===== src/rtl/cal_core_feeder_pkg.sv =====
// cal_core_feeder_pkg: shared FSM encoding and width helpers for the cal_core blocks
package cal_core_feeder_pkg;
  typedef enum logic [1:0] {IDLE, SEND_H, SEND_ALPHA, WAIT_BETA} state_t;
  localparam int J_DEF = 14;
  localparam int I_DEF = 7;
  localparam int A_DEF = 2;
  function automatic int cw(input int n);
    return n > 1 ? $clog2(n) : 1;
  endfunction
  function automatic int addr_w(input int i, input int a);
    return $clog2(i > a ? i : a) + 1;
  endfunction
  localparam int ADDR_W_DEF = addr_w(I_DEF, A_DEF);
endpackage


===== src/rtl/cal_core_feeder_if.sv =====
// cal_core_feeder_if: H row / alpha column stream to the core and beta result back
interface cal_core_feeder_if #(parameter int J = 14, parameter int A = 2);
  logic [J-1:0] H_row;
  logic H_row_tvalid;
  logic [J*8-1:0] alpha_u_col;
  logic alpha_u_col_tvalid;
  logic alpha_u_col_tlast;
  logic [A*8-1:0] beta;
  logic beta_tvalid;
  modport master(output H_row, H_row_tvalid, alpha_u_col, alpha_u_col_tvalid, alpha_u_col_tlast,
                 input beta, beta_tvalid);
  modport slave(input H_row, H_row_tvalid, alpha_u_col, alpha_u_col_tvalid, alpha_u_col_tlast,
                output beta, beta_tvalid);
endinterface


===== src/rtl/cal_core_feeder_buf.sv =====
// feeder_buf: H row buffer and alpha column buffer, one write port, two combinational reads
module feeder_buf
  import cal_core_feeder_pkg::*;
#(
  parameter int J = J_DEF,
  parameter int I = I_DEF,
  parameter int A = A_DEF,
  localparam int AW = addr_w(I, A),
  localparam int HW = cw(I),
  localparam int CWD = cw(A)
) (
  input  logic           clk,
  input  logic           rst,
  input  logic           we,
  input  logic           sel,
  input  logic [AW-1:0]  addr,
  input  logic [J*8-1:0] data,
  input  logic [HW-1:0]  h_addr,
  output logic [J-1:0]   h_data,
  input  logic [CWD-1:0] a_addr,
  output logic [J*8-1:0] a_data
);
  logic [J-1:0] hbuf [I];
  logic [J*8-1:0] abuf [A];
  // writes land only on in-range entries of the selected buffer; reset clears both
  always_ff @(posedge clk or posedge rst)
    if (rst) begin
      for (int k = 0; k < I; k++) hbuf[k] <= '0;
      for (int k = 0; k < A; k++) abuf[k] <= '0;
    end else if (we && !sel && addr < AW'(I)) hbuf[addr[HW-1:0]] <= data[J-1:0];
    else if (we && sel && addr < AW'(A)) abuf[addr[CWD-1:0]] <= data;
  assign h_data = hbuf[h_addr];
  assign a_data = abuf[a_addr];
endmodule


===== src/rtl/cal_core_feeder.sv =====
// cal_core_feeder: streams each H row and the alpha columns to the core and collects beta per row
module cal_core_feeder
  import cal_core_feeder_pkg::*;
#(
  parameter int J = J_DEF,
  parameter int I = I_DEF,
  parameter int A = A_DEF,
  localparam int AW = addr_w(I, A)
) (
  input  logic                 clk,
  input  logic                 rst,
  input  logic                 wr_en,
  input  logic                 wr_sel,
  input  logic [AW-1:0]        wr_addr,
  input  logic [J*8-1:0]       wr_data,
  input  logic                 start,
  cal_core_feeder_if.master    core,
  output logic [I*A*8-1:0]     beta_all,
  output logic                 busy,
  output logic                 done
);
  localparam int RW = cw(I);
  localparam int CWD = cw(A);
  localparam int BW = A * 8;
  state_t state, state_nx;
  logic [RW-1:0] r;
  logic [CWD-1:0] c;
  logic [J-1:0] h_data;
  logic [J*8-1:0] a_data;
  logic last_col, last_row, capture;
  assign last_col = c == CWD'(A - 1);
  assign last_row = r == RW'(I - 1);
  assign capture = state == WAIT_BETA && core.beta_tvalid;
  feeder_buf #(.J(J), .I(I), .A(A)) u_buf (
    .clk, .rst,
    .we(wr_en && state == IDLE), .sel(wr_sel), .addr(wr_addr), .data(wr_data),
    .h_addr(r), .h_data,
    .a_addr(c), .a_data
  );
  // state register
  always_ff @(posedge clk or posedge rst)
    if (rst) state <= IDLE;
    else state <= state_nx;
  // next state: one H cycle, A alpha cycles, then hold until the core answers
  always_comb
    state_nx = state == IDLE       ? (start ? SEND_H : IDLE) :
               state == SEND_H     ? SEND_ALPHA :
               state == SEND_ALPHA ? (last_col ? WAIT_BETA : SEND_ALPHA) :
               capture             ? (last_row ? IDLE : SEND_H) : WAIT_BETA;
  // stream outputs decoded from state, data forced to 0 when not valid
  always_comb begin
    core.H_row_tvalid = state == SEND_H;
    core.H_row = state == SEND_H ? h_data : '0;
    core.alpha_u_col_tvalid = state == SEND_ALPHA;
    core.alpha_u_col = state == SEND_ALPHA ? a_data : '0;
    core.alpha_u_col_tlast = state == SEND_ALPHA && last_col;
    busy = state != IDLE;
  end
  // row/column counters, beta capture and the end-of-job pulse
  always_ff @(posedge clk or posedge rst)
    if (rst) begin
      r <= '0;
      c <= '0;
      beta_all <= '0;
      done <= 1'b0;
    end else begin
      done <= capture && last_row;
      if (state == SEND_H) c <= '0;
      if (state == SEND_ALPHA) c <= last_col ? '0 : c + 1'b1;
      if (capture) begin
        beta_all[r*BW +: BW] <= core.beta;
        r <= last_row ? '0 : r + 1'b1;
      end
    end
endmodule


===== src/flat_wrapper.sv =====
// flat-port wrapper written by rule: the top's interface ports become plain ports
module cal_core_feeder_flat import cal_core_feeder_pkg::*;
#(
  parameter int J = J_DEF,
  parameter int I = I_DEF,
  parameter int A = A_DEF,
  localparam int AW = addr_w(I, A)
)
  (clk, rst, wr_en, wr_sel, wr_addr, wr_data, start, beta_all, busy, done, core_H_row, core_H_row_tvalid, core_alpha_u_col, core_alpha_u_col_tvalid, core_alpha_u_col_tlast, core_beta, core_beta_tvalid);
  cal_core_feeder_if #(.J(J), .A(A)) core_i ();
  input  logic clk;
  input  logic rst;
  input  logic wr_en;
  input  logic wr_sel;
  input  logic [AW-1:0] wr_addr;
  input  logic [J*8-1:0] wr_data;
  input  logic start;
  output logic [I*A*8-1:0] beta_all;
  output logic busy;
  output logic done;
  output wire logic [$bits(core_i.H_row)-1:0] core_H_row;
  output wire logic [$bits(core_i.H_row_tvalid)-1:0] core_H_row_tvalid;
  output wire logic [$bits(core_i.alpha_u_col)-1:0] core_alpha_u_col;
  output wire logic [$bits(core_i.alpha_u_col_tvalid)-1:0] core_alpha_u_col_tvalid;
  output wire logic [$bits(core_i.alpha_u_col_tlast)-1:0] core_alpha_u_col_tlast;
  input wire logic [$bits(core_i.beta)-1:0] core_beta;
  input wire logic [$bits(core_i.beta_tvalid)-1:0] core_beta_tvalid;
  assign core_H_row = core_i.H_row;
  assign core_H_row_tvalid = core_i.H_row_tvalid;
  assign core_alpha_u_col = core_i.alpha_u_col;
  assign core_alpha_u_col_tvalid = core_i.alpha_u_col_tvalid;
  assign core_alpha_u_col_tlast = core_i.alpha_u_col_tlast;
  assign core_i.beta = core_beta;
  assign core_i.beta_tvalid = core_beta_tvalid;
  cal_core_feeder #(.J(J), .I(I), .A(A)) u_core (.clk(clk), .rst(rst), .wr_en(wr_en), .wr_sel(wr_sel), .wr_addr(wr_addr), .wr_data(wr_data), .start(start), .core(core_i), .beta_all(beta_all), .busy(busy), .done(done));
endmodule

===== config.mk =====
export PLATFORM = sky130hd
export DESIGN_NAME = cal_core_feeder_flat
export DESIGN_NICKNAME = d
export VERILOG_FILES = /design/src/rtl/cal_core_feeder_pkg.sv /design/src/rtl/cal_core_feeder_if.sv /design/src/rtl/cal_core_feeder_buf.sv /design/src/rtl/cal_core_feeder.sv /design/src/flat_wrapper.sv
export SDC_FILE = /design/constraint.sdc
export NUM_CORES = 1
export LEC_CHECK = 0
export BUFFER_PORTS_ARGS = -buffer_cell sky130_fd_sc_hd__buf_2
export CORE_MARGIN = 2
export CORE_UTILIZATION = 40
export DETAILED_ROUTE_END_ITERATION = 10
export GPL_ROUTABILITY_DRIVEN = 0
export PLACE_DENSITY_LB_ADDON = 0.1
export SYNTH_ARGS = -nofsm -noshare
export SYNTH_HDL_FRONTEND = slang
export SYNTH_SLANG_ARGS = --single-unit

===== constraint.sdc =====
create_clock -name clk -period 18.2 [get_ports clk]
set_input_delay 1.82 -clock clk [delete_from_list [all_inputs] [get_ports clk]]
set_output_delay 1.82 -clock clk [all_outputs]
set_load 0.01 [all_outputs]

* Word level (Yosys, flattened, before mapping)
Index checks and enable logic that the tools add are counted.
Storage, ports and cells: bits in registers 441
Cells by class: add/sub/neg operators 3, order comparisons 8, equality and inequality tests 4, shift-type cells 2, multiplexer cells 26, bitwise logic cells 5, reductions and logical operators 15
Operators by type and width (number):
- two-way mux 112 bit | 5
- bitwise mux 224 bit | 1
- bitwise mux 112 bit | 1
- demux 112 bit (select 1 bit) | 1
- variable shift 16 x 34 -> 112 bit, first input constant | 1
- variable part select 16 x 34 -> 112 bit | 1
- bitwise mux 98 bit | 1
- two-way mux 14 bit | 4
- binary-select mux 14 bit (select 3 bit) | 1
- demux 14 bit (select 3 bit) | 1
- negation 7 -> 34 bit | 1
- logical AND 1 bit | 10
- >= comparator 4 bit, second input constant | 2
- two-way mux 2 bit | 4
- inverter 3 -> 4 bit | 2
- two-way mux 1 bit | 6
- equality test 2 bit, second input constant | 2
- >= comparator 2 bit, second input constant | 2
- < comparator 4 x 1 -> 1 bit, second input constant | 1
- < comparator 4 x 2 -> 1 bit, second input constant | 1
- < comparator 4 x 3 -> 1 bit, second input constant | 1
- inverter 1 -> 2 bit | 2
- nonzero test 2 bit | 2
- adder 3 x 1 -> 3 bit, second input constant | 1
- other kinds (9) | 9

* Longest topological paths before layout
Gate-level depths: netlist of the first run.
depth in word-level cells 6, mapped depth 10, mapped depth without buffers 6

* By module
A second synthesis of the first run with hierarchy kept.
Second synthesis, totals: cell total of the unflattened synthesis 1444, area total of the unflattened synthesis 20264.4 um2
Modules (own cells, without submodules):
- feeder_buf | times used 1, cells each 915, area each 14173.6 um2
- cal_core_feeder | times used 1, cells each 529, area each 6090.8 um2

* Least setup slack after synthesis of the first run
Ideal clock, no wire load.
path kind flip-flop to output port, start register u_core.r[0], end output core_H_row[7], arrival 1.686 ns, data required time 16.380 ns, path slack 14.694 ns, stages on the path, launching flop included 8, cell sequence dfrtp_1 -> buf_2 -> buf_2 -> buf_2 -> buf_4 -> mux2i_1 -> o22ai_1 -> o21a_1
On the way: word-level cells in the longest chain between the ends 5
RTL lines:
- start: declaration | RTL line cal_core_feeder.sv:26 | logic [RW-1:0] r;
- start signal: assignment | RTL line cal_core_feeder.sv:72 | r <= last_row ? '0 : r + 1'b1;
- inverter 3 -> 4 bit (not written as such) | RTL line cal_core_feeder_buf.sv:32 | assign h_data = hbuf[h_addr];
- binary-select mux 14 bit (select 3 bit) | RTL line cal_core_feeder_buf.sv:32
- two-way mux 14 bit (not written as such) (2 in series) | RTL line cal_core_feeder_buf.sv:32
- two-way mux 14 bit | RTL line cal_core_feeder.sv:53 | core.H_row = state == SEND_H ? h_data : '0;
- end: declaration | RTL line flat_wrapper.sv:21 | output wire logic [$bits(core_i.H_row)-1:0] core_H_row;
No other way between the ends. The select of a mux whose other input is x is not followed.

* Worst setup path in the final report of the first run
start register u_core.state[0], end output core_alpha_u_col[8]
On the way: word-level cells in the longest chain between the ends 2
RTL lines:
- start: declaration | RTL line cal_core_feeder.sv:25 | state_t state, state_nx;
- start signal: assignment | RTL line cal_core_feeder.sv:43 | else state <= state_nx;
- equality test 2 bit | RTL line cal_core_feeder.sv:55 | core.alpha_u_col = state == SEND_ALPHA ? a_data : '0;
- two-way mux 112 bit | RTL line cal_core_feeder.sv:55
- end: declaration | RTL line flat_wrapper.sv:23 | output wire logic [$bits(core_i.alpha_u_col)-1:0] core_alpha_u_col;
No other way between the ends.

==> results of run 1 <==
placed cells by master, fill, tap and decap left out, types with 5 or more instances in the layout:
cell / Yosys / routed
clkbuf_16: 0 / 51
and2_1: 33 / 33
o2bb2ai_1: 9 / 9
nand3_1: 5 / 5
o21ai_0: 8 / 8
inv_1: 8 / 7
nor2b_1: 117 / 117
clkbuf_1: 35 / 12
mux2i_1: 142 / 142
clkbuf_8: 0 / 23
mux4_2: 5 / 5
o21a_1: 9 / 9
buf_2: 34 / 380
mux2_2: 425 / 425
nand2_1: 10 / 10
buf_4: 2 / 21
nor2_1: 6 / 6
dfrtp_1: 441 / 439
o22ai_1: 9 / 9
ha_1: 9 / 8
mux2_4: 10 / 10
path summary, 6_finish.rpt:
check                                                      to  depth (start not counted)
setup / recovery                          core_alpha_u_col[8]                          5
hold / removal              u_core.u_buf.hbuf[12]$_DFFE_PP0P_                          1
setup reg to reg              u_core.beta_all[47]$_DFFE_PP0P_                          8
hold reg to reg             u_core.u_buf.hbuf[12]$_DFFE_PP0P_                          1
max in group asynchronous   u_core.u_buf.hbuf[55]$_DFFE_PP0P_                          5
min in group asynchronous  u_core.u_buf.abuf[205]$_DFFE_PP0P_                          2
through the flow:
stage / instances / power, mW / util [%] / hold WS (ns) / worst slack (ns)
after floorplan: 1371 / 1.88 / - / 0.471 / 4.09
after global placement: 2351 / 2.19 / 45.6 / 0.483 / 12.88
after detailed placement: 2351 / 2.22 / 45.6 / 0.488 / 12.83
after CTS: 2443 / 3.26 / 49.1 / 0.501 / 13.43
after global routing: 2445 / 3.38 / 49.2 / 0.505 / 13.10
final: 2446 / 3.21 / 49.2 / 0.498 / 13.58
cell type report:
type | count | area [µm²] | share of cell area [%]
Antenna cell | 3 | 7.51 | 0.0313
Clock buffer | 86 | 1640 | 6.83
Clock inverter | 6 | 83.8 | 0.350
Inverter | 8 | 37.5 | 0.157
Multi-Input combinational cell | 836 | 8250 | 34.4
Sequential cell | 441 | 11000 | 46.1
Tap cell | 664 | 831 | 3.47
Timing Repair Buffer | 402 | 2080 | 8.68
where the power goes:
part	leakage, nW	switching (mW)	internal, mW
sequential	6.02	0.115	1.19
clock	0.853	0.389	0.634
combinational	5.36	0.462	0.419
total	12.2	0.966	2.24
Yosys cell counts (all sizes together):
| library cell | instances | area share (%) |
|---|---|---|
| a211oi | 2 | 0.076 |
| a21oi | 1 | 0.025 |
| a31oi | 1 | 0.032 |
| and2 | 33 | 1.1 |
| and3b | 2 | 0.089 |
| and4b | 2 | 0.10 |
| and4bb | 1 | 0.064 |
| buf | 51 | 1.4 |
| clkbuf | 35 | 0.67 |
| dfrtp | 441 | 56 |
| ha | 9 | 0.57 |
| inv | 8 | 0.15 |
| mux2 | 435 | 25 |
| mux2i | 142 | 7.2 |
| mux4 | 5 | 0.57 |
| nand2 | 10 | 0.19 |
| nand2b | 2 | 0.064 |
| nand3 | 5 | 0.13 |
| nand3b | 3 | 0.11 |
| nand4 | 1 | 0.032 |
| nand4b | 1 | 0.045 |
| nand4bb | 1 | 0.057 |
| nor2 | 6 | 0.11 |
| nor2b | 117 | 3.7 |
| nor3 | 5 | 0.18 |
| nor4 | 4 | 0.25 |
| nor4b | 2 | 0.089 |
| o211a | 2 | 0.10 |
| o211ai | 2 | 0.076 |
| o21a | 9 | 0.34 |
| o21ai | 8 | 0.20 |
| o21bai | 1 | 0.038 |
| o22ai | 9 | 0.29 |
| o2bb2ai | 9 | 0.40 |
| o41ai | 1 | 0.045 |
| or2 | 1 | 0.032 |
| or2b | 1 | 0.038 |
| or3b | 1 | 0.045 |
| or4 | 1 | 0.057 |
| or4b | 1 | 0.051 |
logic make-up (layout without fill, tap and decap cells):
kind of cell | Yosys count | count (layout) | synth area share [%]
mux | 582 | 582 | 32.9
flops | 441 | 441 | 56.1
simple gates | 200 | 200 | 6.52
buf+inv | 94 | 502 | 2.25
compound gates | 45 | 45 | 1.63
fa+ha+maj | 9 | 9 | 0.573
other cells | 0 | 3 | 0
flip-flops by register name, indices dropped and copies added, names as in the netlist:
register           flops
u_core.u_buf.abuf    224
u_core.done            1
u_core.u_buf.hbuf     98
u_core.c               1
u_core.r               3
u_core.state           2
u_core.beta_all      112
per-layer routing:
| metal | global-route usage (%) | wire (µm) | share of wire, % |
|---|---|---|---|
| met1 | 26.7 | 23000 | 45 |
| met2 | 31.8 | 24200 | 48 |
| met3 | 4.38 | 2600 | 5.1 |
| met4 | 5.94 | 1010 | 2.0 |
| met5 | 0 | 42 | 0.083 |
critical path: stages, from the launching register on:
cell,delay (ns)
dfrtp_1,0.39
inv_1,0.14
ha_4,0.34
buf_4,0.71
nor2b_1,0.32
buf_2,0.18
==> results, run 1 <==
- The horizontal die dimension is 226 µm.
- Row generation in the floorplan step produced 81 rows.
- Buffers added to address setup during post-CTS repair amount to 0.
- The arrival time reported for the critical path endpoint is 2.80 ns.
- The path class of the tightest hold or removal check is flop to flop.
- The sum of overflow across all layers after global routing is 0.
- TritonCTS built the clock tree.
- The reg-to-reg critical path startpoint is u_core.r[0]$_DFFE_PP0P_.
- The core region is 48700 µm².
- Wires add up to 50.9 mm.
- For the pin with the worst max-slew slack, the measured transition is 1.10 ns.
- The buffer levels on the longest clock path is 3.
- The number of antenna violations at the first check in global routing is 5.
- The overall die area is 50900 µm².
- Setup slack on the worst reg-to-reg path comes out at 14.15 ns.
- The relative slew slack is 26.4%.
- The total negative setup slack is 0 ns.
- The worst hold path begins at u_core.u_buf.hbuf[12]$_DFFE_PP0P_.
- Across the routed clock network, the largest skew measured is 0.0124 ns.
- The mean routed wirelength per cell is 20.8 µm.
- The number of global-route vias before repair is 12766.
- The final routed DRC violation total is 0.
- The first global-routing pass estimated 77.0 mm of wire.
- The number of hold buffers added after CTS is 0.
- The reported leakage power is 12.2 nW.
- The HPWL after detailed placement is 33.5 mm.
- The final number of hold-violating endpoints is 0.
- After detailed placement, the total cell area comes to 22200 µm².
- The finished cells cover 24000 µm².
- The mean post-synth cell area is 14.3 µm².
- The synthesized design contains 441 register bits.
- The post-cts gate resize count is 0.
- The fraction of layout cells with a size suffix above 1 is 52.7%.
- The minimum period implied by the final worst setup slack is 4.62 ns.
- The total global routing track utilization is 19.8%.
- The startpoint kind of the worst setup timing path is a flop.
- The detail route stage leaves a number of antenna-violating nets equal to 0.
- The number of optimization iterations in the first detailed-route pass is 4.
- Derived from the worst setup path, the maximum achievable clock frequency is 216 MHz.
- 381 I/O pins were placed.
- Of all nets on the critical path, the largest fanout is 92.
- The tree is rooted in a clkbuf_16.
- The number of failing setup endpoints in the final timing report is 0.
- The synthesized instance count is 1371.
- The vertical die dimension is 226 µm.
- Counting the fill cells in the layout gives 4419.
- The total vias in the final route is 12367.
- Entering global routing, the biggest net connects 189 pins.
- The starting utilization of the core area is 40.3%.
- The run finished with clean final reports.
- Compared with the post-synthesis result, the final layout area differs by 21.9%.
- During placement, the flow inserted port buffers numbering 380.
- The number of distinct library cells after synthesis is 46.
- The endpoint type of the worst setup path is a primary output.
- IR analysis of the VDD net gives a maximum drop of 74.6 µV.
- The sink count of the clock tree is 441.
- The critical path data required time is 16.38 ns.
- Max-cap violations in this run came to 0.
- Setup repair after global routing left no endpoint under its margin.
- The insertion delay to the later sink of the worst-skew pair is 0.58 ns.
- The H-tree depth is 2.
- The Yosys step of the flow raised 0 warnings.
- The summed instance area of the synthesized netlist is 19700 µm².
- The clock-pin slew on the worst setup and hold paths is 0.06 ns.
- The number of nets in the layout is 1885.
- The first routing iteration left 508 violations.
- In this run the power density over the cells is 134 nW/µm².
- The count of final max-slew check failures is 0.
- The ratio of final minimum period to clock period is 25.4%.
- The classification of the worst setup path is flop to primary output.
- Sequential elements use 56.1% of the synthesized area.
- After detailed routing, the number of vias per cell comes to 5.06.
- In this run the worst setup path begins at u_core.state[0]$_DFF_PP0_.
- Counting the buffers created by CTS gives 49.
- The net count after synthesis is 1518.
Note: power is estimated with default switching activity, not from simulation.
==> run 2, diff against run 1 <==
- ABC_AREA: not set -> 1
- clock period: 18.2 -> 3.85 ns (I/O delays scaled with it)
==> run 2 against run 1 <==
Against the previous run: die area increased by 4.6%; core utilization decreased by 1.2 points; register-to-register slack got worse by 13 ns; flip-flop and latch count unchanged; first-iteration DRC count increased to 2.7 times the previous value; critical endpoint is now core_alpha_u_col[110]; worst hold slack got worse by 0.46 ns; cell count increased by 47%; largest cell class unchanged; setup slack got worse by 13 ns.
==> results, run 2 <==
- The routed wire length is 63.6 mm.
- The worst setup slack before clock tree synthesis is 0.871 ns.
- The count of warnings emitted by yosys is 0.
- The cell taking the most area after synthesis is dfrtp_1.
- The worst IR drop on VDD is 348 µV.
- For this run, asynchronously set or reset flops after synthesis account for 100%.
- The number of different library cells used by synthesis comes to 28.
- In this run the clock root is driven by a clkbuf_16.
- The number of global-route vias before repair is 17505.
- The number of enable flip-flop cells after synthesis is 0.
- The startpoint kind of the worst setup timing path is a flop.
- For this run, design rule violations remaining after detail routing come to 0.
- The count of cells in the finished layout, fillers not included, comes to 3590.
- After clock tree synthesis, the clock-pin slew on the worst setup and hold paths is 0.06 ns.
- Setup violations remaining at the end of the flow were counted as 0.
- The maximum clock skew at final layout is 0.0221 ns.
- In the final design database the tool counted 3010 nets.
- Of the available clock period, the critical path in the final layout requires 88.2%.
- After routing the design area is 24500 µm².
- Measured along the y axis, the die boundary spans 231 µm.
- The most frequent cell on the critical path is nand2_1.
- Among all stages on the critical path, the largest delay is contributed by buf_4.
- The violation count after the first detailed-routing iteration is 1390.
- Power spread over the standard cell area amounts to 664 nW/µm².
- The proportion of total power due to net switching is 37.3%.
- The summed instance area of the synthesized netlist is 20600 µm².
- The number of optimization iterations in the first detailed-route pass is 5.
- The standard cell core area is 51100 µm².
- The clock tree from TritonCTS is done.
- The overall die area is 53300 µm².
- The startpoint identified for the worst hold timing path is wr_data[64].
- The HPWL after detailed placement is 42.1 mm.
- Timing would allow up to 295 MHz.
- The mean routed wirelength per cell is 17.7 µm.
- In the post-synthesis netlist, the cell with the most instances is nand2_1.
- The sum of overflow across all layers after global routing is 0.
- The count of final max-slew check failures is 0.
- The maximum number of pins on one net before global-route repair is 225.
- The vias per cell is 5.03.
- Among all flip-flop cells after synthesis, the most frequent one is dfrtp_1.
- After synthesis, the mean cell area works out to 7.99 µm².
- The synthesized design contains 441 register bits.
- On the critical path the largest part of the delay comes from buffers and inverters.
- The total global routing track utilization is 23.9%.
- The count of input and output buffers is 380.
- The register with the most flip-flops in the layout has 224 of them.
- The share of the synthesized area in the top cell type is 53.6%.
- The number of max-cap violations is 0.
- The reg-to-reg critical path startpoint is u_core.state[0]$_DFF_PP0_.
- The worst path buffer plus inverter count is 5.
- The number of antenna violations at the first check in global routing is 7.
- The routed layout has 18064 vias.
- The worst hold path belongs to the class primary input to flop.
- The critical path goes through inv_1 -> ha_4 -> nand2_1 -> clkinv_2 -> buf_4 -> buf_4 -> nand2_1 -> nand2_1 -> buf_2.
- The critical path data required time is 3.46 ns.
- The internal power of the cells is 10.2 mW.
- In this run, flip-flops and latches consume 38.7% of the power.
- The post-placement cell area is 22800 µm².
- From left edge to right edge, the die measures 231 µm.
- The maximum cell stage delay along the critical path is 0.68 ns.
- The final number of hold-violating endpoints is 0.
- Combinational logic burns 30.7% of the power.
- The layout overhead on the synthesized area is 19.1%.
- For this design the static power due to leakage is 13.5 nW.
- The first-pass GRT wire length is 101 mm.
- The setup path with the least slack is of type flop to primary output.
- The arrival time reported for the critical path endpoint is 3.01 ns.
- Ranked by instance count, the synthesized netlist is headed by nand2_1 (932), dfrtp_1 (441), inv_1 (261).
- The actual transition at the worst max-transition pin is 1.18 ns.
- The final core utilization is 48.0%.
- The number of buffers inserted during clock tree synthesis is 51.
- Per report_power, the clock group accounts for 30.7% of the total.
- The starting utilization of the core area is 40.3%.
- The sink count of the clock tree is 441.
- Setup repair after global routing left no endpoint under its margin.
- Including well taps, the total number of placed cells is 3488.
- By area the synthesized netlist is led by dfrtp_1 (54%), nand2_1 (17%), nand3_1 (5.4%), inv_1 (4.8%), o21ai_0 (3.7%).
- The worst path needs 3.39 ns of the cycle, external delays included.
- The commonest non-fill, non-tap cell in the layout is nand2_1.
- The H-tree depth is 2.
- The count of pins on the block boundary is 381.
- The largest register by flop count is u_core.u_buf.abuf.
- The worst-case setup margin in the final layout is 0.455 ns.
- Sequential cells were found to cover 53.6% of the synthesized design area.
- The net count after synthesis is 2723.
- The worst setup path is captured at a primary output.
- Summed over all nets, the switching power comes to 6.07 mW.
- In this run the deepest clock path goes through 3 buffers.
- The residual antenna-violating net count after detailed routing is 0.
- The number of hold buffers added after CTS is 2.
- The synthesized instance count is 2576.
- The largest registers in the layout are u_core.u_buf.abuf x224, u_core.beta_all x112, u_core.u_buf.hbuf x98.
- Cells with a size suffix above 1 make up 18.3% of the layout.
- The floorplan has 83 rows.
- The post-cts gate resize count is 0.
- The insertion delay to the later sink of the worst-skew pair is 0.61 ns.
- The worst-case hold slack is 0.0409 ns.
- In this run the post-CTS setup repair buffer count came out at 0.
- Leaving out fill and tap cells, the most frequent cells in the layout are nand2_1 (932), dfrtp_1 (440), buf_2 (380).
- The relative slew slack is 20.9%.
- The highest fanout seen on the critical path is 71.
- The start point of the critical path is u_core.state[0]$_DFF_PP0_.
- The run finished with clean final reports.
[run 2: cell types whose count changed in the layout (fill, tap and decap cells not counted), moves of 142 or more]
cell and delta:
mux2_2 -425, nand2_1 +922, o21ai_1 +149, inv_1 +253, nand3_1 +217, o21ai_0 +145
mux2i_1 -142
[run 2: cell type report]
cell class / count / area, µm²
tap: 680 / 851
multi-input combinational: 1681 / 7560
sequential: 441 / 11000
clock inverter: 18 / 205
clock buffer: 76 / 1520
antenna: 6 / 15.0
inverter: 268 / 1010
timing repair buffer: 420 / 2320
fill: 5104 / 26600
[run 2: final timing paths]
path / to / slack [ns] / depth (start not counted)
worst max-delay path: core_alpha_u_col[110] / 0.46 / 9
worst min-delay path: u_core.u_buf.abuf[64]$_DFFE_PP0P_ / 0.04 / 3
worst max register to register: u_core.u_buf.hbuf[30]$_DFFE_PP0P_ / 0.86 / 7
worst min register to register: u_core.beta_all[30]$_DFFE_PP0P_ / 0.46 / 2
max in group asynchronous: u_core.u_buf.hbuf[85]$_DFFE_PP0P_ / 2.22 / 5
min in group asynchronous: u_core.u_buf.abuf[72]$_DFFE_PP0P_ / 0.51 / 3
[run 2: layer usage]
layer / GRT usage [%] / wire length (µm)
met5: 0 / 27
met4: 7.52 / 1610
met3: 4.68 / 4040
met2: 37.6 / 29400
met1: 33.3 / 28500
[run 2: power by group through the flow]
stage / registers (mW) / logic, mW / clock network, mW
3_3_place_gp: 6.33 / 5.00 / 0
4_1_cts: 6.29 / 5.06 / 5.10
5_1_grt: 6.40 / 5.66 / 5.30
3_5_place_dp: 6.36 / 5.05 / 0
6_report: 6.29 / 5.00 / 4.99
2_1_floorplan: 6.40 / 3.00 / 0
[run 2: kinds of logic after synthesis]
kind of cell	count (synthesis)	share of synthesized area (%)
buffers and inverters	454	9.73
flip-flops	441	53.6
AND/OR/NAND/NOR	1333	27.4
AO/OA/AOI/OAI	339	8.68
adder cells (fa/ha/maj)	9	0.547
[run 2: per-stage QoR]
step | total power [mW] | setup TNS (ns)
floorplan | 9.40 | -1099.96
global placement | 11.3 | 0
detailed placement | 11.4 | 0
CTS | 16.5 | 0
global route | 17.4 | 0
finish | 16.3 | 0
[run 2: worst reg2reg max path: stages, from the launching register on]
cell     delay [ns]
dfrtp_1        0.40
inv_1          0.14
ha_1           0.28
nand2_2        0.19
nor3_4         0.74
nand3_1        0.82
nand2_1        0.24
nand2_1        0.07
==> run 3, diff against run 2 <==
- ABC_AREA: 1 -> 0
==> run 3 against run 2 <==
Against the previous run: flip-flop and latch count is the same; setup slack better by 0.20 ns; clock skew fell by 0.00074 ns; die area is 4.4% lower; global-route usage down 4.3 points; count of clock-buffer cells in the layout up 7; final area shrank 2.1%; cell count decreased by 32%; register-to-register slack better by 0.24 ns; sequential share of layout area increased by 0.98 points.
==> results, run 3 (synthesis gave the netlist of run 1 again) <==
- Clock-pin slew was measured on the worst setup and hold paths at 0.06 ns.
- The fraction of layout cells with a size suffix above 1 is 52.4%.
- The mean routed wirelength per cell is 20.5 µm.
- The clock passes through at most 3 buffers.
- In the routed design, unresolved DRC markers number 0.
- The vias per cell is 5.03.
- Leaving out fill and tap cells, the most frequent cells in the layout are dfrtp_1 (439), mux2_2 (425), buf_2 (380).
- The endpoint type of the worst setup path is a primary output.
- The number of nets in the layout is 1894.
- The H-tree depth is 2.
- At the later pin of the worst-skew pair, clock insertion delay measures 0.58 ns.
- At the pin with the least slew margin, the transition time is 0.941 ns.
- Data on the critical path arrives at its endpoint at 2.81 ns.
- In this run the worst hold path is classified as primary input to flop.
- Global routing used 19.6% of the available tracks.
- The peak clock frequency supported by timing is 313 MHz.
- The number of clock buffers added by TritonCTS is 50.
- The largest single stage delay on the critical path is 0.71 ns.
- The total vias in the final route is 12343.
- For met1 alone, demand over resource in global routing was 25.9%.
- The met2 track demand over resource in global routing is 31.9%.
- The maximum number of pins on one net before global-route repair is 115.
- Setup repair after global routing left no endpoint under its margin.
- Ranked by flip-flop count, first place goes to u_core.u_buf.abuf.
- The clock tree from TritonCTS is done.
- The minimum period implied by the final worst setup slack is 3.20 ns.
- The first detailed-routing pass ran for 4 iterations.
- The number of buffers and inverters on the critical path is 2.
- The clock arrives with 0.0214 ns of skew.
- Summed over all cells, the static leakage comes to 12.2 nW.
- The worst register-to-register path has a setup slack of 1.10 ns.
- The overall die area is 50900 µm².
- The count of pins on the block boundary is 381.
- The number of gates resized after CTS was 0.
- The residual antenna-violating net count after detailed routing is 0.
- Along the worst path, the maximum fanout reaches 62.
- The power density over the cells is 622 nW/µm².
- For this design, the slowest cell found on the critical path is buf_4.
- Leaving out fill and tap cells, the most frequent cell in the layout is dfrtp_1.
- The largest registers in the layout are u_core.u_buf.abuf x224, u_core.beta_all x112, u_core.u_buf.hbuf x98.
- The first-pass GRT wire length is 76.8 mm.
- The flow ran to the end, and the final reports show no timing, DRC or antenna violations.
- The worst pin sits at a relative slew slack of 37.3%.
- The number of rows created at floorplan is 81.
- The largest delay contributor family on the critical path is buffers and inverters.
- The final instance area is 24000 µm².
- The sink count of the clock tree is 441.
- In the global route stage, met3 resource usage came out at 4.58%.
- The starting utilization of the core area is 40.3%.
- The worst setup path is launched from a flop.
- The core region is 48700 µm².
- The die is 226 µm tall.
- The layout overhead on the synthesized area is 22.1%.
- The number of max-cap violations is 0.
- Summing all placed instances gives a cell area of 22400 µm².
- Walking the worst path, the cells encountered are buf_4 -> mux4_2 -> nor2_1 -> nor4b_1 -> buf_2.
- The HPWL after detailed placement is 33.6 mm.
- The count of input and output buffers is 380.
- The flip-flop count of the largest register after layout is 224.
- Across the VDD grid, the largest voltage drop is 358 µV.
- In this run the most used layer during global routing was met2.
- Summed over all layers, the routed wires come to 50.4 mm.
- The number of failing setup endpoints in the final timing report is 0.
- Data on the critical path is required at its endpoint by 3.46 ns.
- The design draws 14.9 mW.
- The ratio of final minimum period to clock period is 83.0%.
- The horizontal die dimension is 226 µm.
- For this block, the initial DRC count from the detailed router was 474.
- The master cell of the clock root buffer is clkbuf_16.
- The count of final max-slew check failures is 0.
- The number of global-route vias before repair is 12851.
- After global routing the overflow that remains totals 0.
- The final number of hold-violating endpoints is 0.
- The number of antenna violations at the first check in global routing is 9.
- The classification of the worst setup path is flop to primary output.
==> run 3: path summary, 6_finish.rpt <==
kind                                                 start                                  to  cells after the start
max                                u_core.r[0]$_DFFE_PP0P_                      core_H_row[13]                      5
min                                            wr_data[63]   u_core.u_buf.abuf[63]$_DFFE_PP0P_                      2
max reg2reg                        u_core.r[0]$_DFFE_PP0P_     u_core.beta_all[55]$_DFFE_PP0P_                      7
min reg2reg                u_core.beta_all[28]$_DFFE_PP0P_     u_core.beta_all[28]$_DFFE_PP0P_                      1
max in group asynchronous                              rst  u_core.u_buf.abuf[135]$_DFFE_PP0P_                      5
min in group asynchronous                              rst     u_core.beta_all[29]$_DFFE_PP0P_                      3
==> run 3: power breakdown <==
part / leakage, nW / switching (mW) / internal, mW / total, mW
Combinational: 5.43 / 2.22 / 2.01 / 4.24
Clock: 0.781 / 1.86 / 2.72 / 4.58
Sequential: 6.02 / 0.494 / 5.61 / 6.11
Total: 12.2 / 4.58 / 10.3 / 14.9
==> run 3: final cells by class <==
type	count	area, µm²
inverter	8	33.8
clock inverter	6	37.5
clock buffer	83	1550
tap	664	831
antenna	6	15.0
sequential	441	11000
timing repair buffer	410	2260
fill	4409	24700
multi-input combinational	836	8250
==> run 3: repair_timing <==
item                                   CTS  global route
setup buffers                            0             0
endpoints found under the hold margin   24             0
hold buffers                             2             0
==> run 3: through the flow <==
step / setup slack, ns / instances / util [%] / setup TNS (ns) / hold slack [ns]
4_1_cts: 0.544 / 2448 / 49.2 / 0 / 0.0114
3_3_place_gp: 1.15 / 2357 / 45.9 / 0 / 0.482
2_1_floorplan: -2.49 / 1371 / - / -1099.96 / 0.471
5_1_grt: 0.512 / 2451 / 49.2 / 0 / 0.0278
3_5_place_dp: 1.10 / 2357 / 45.9 / 0 / 0.485
6_report: 0.654 / 2454 / 49.2 / 0 / 0.0511
==> run 3: routing by layer <==
layer  vias to the layer above  wire length (µm)
met2                       287             23900
met3                        78              2980
met4                         4              1400
li1                       5623                 -
met5                         -                21
met1                      6351             22100
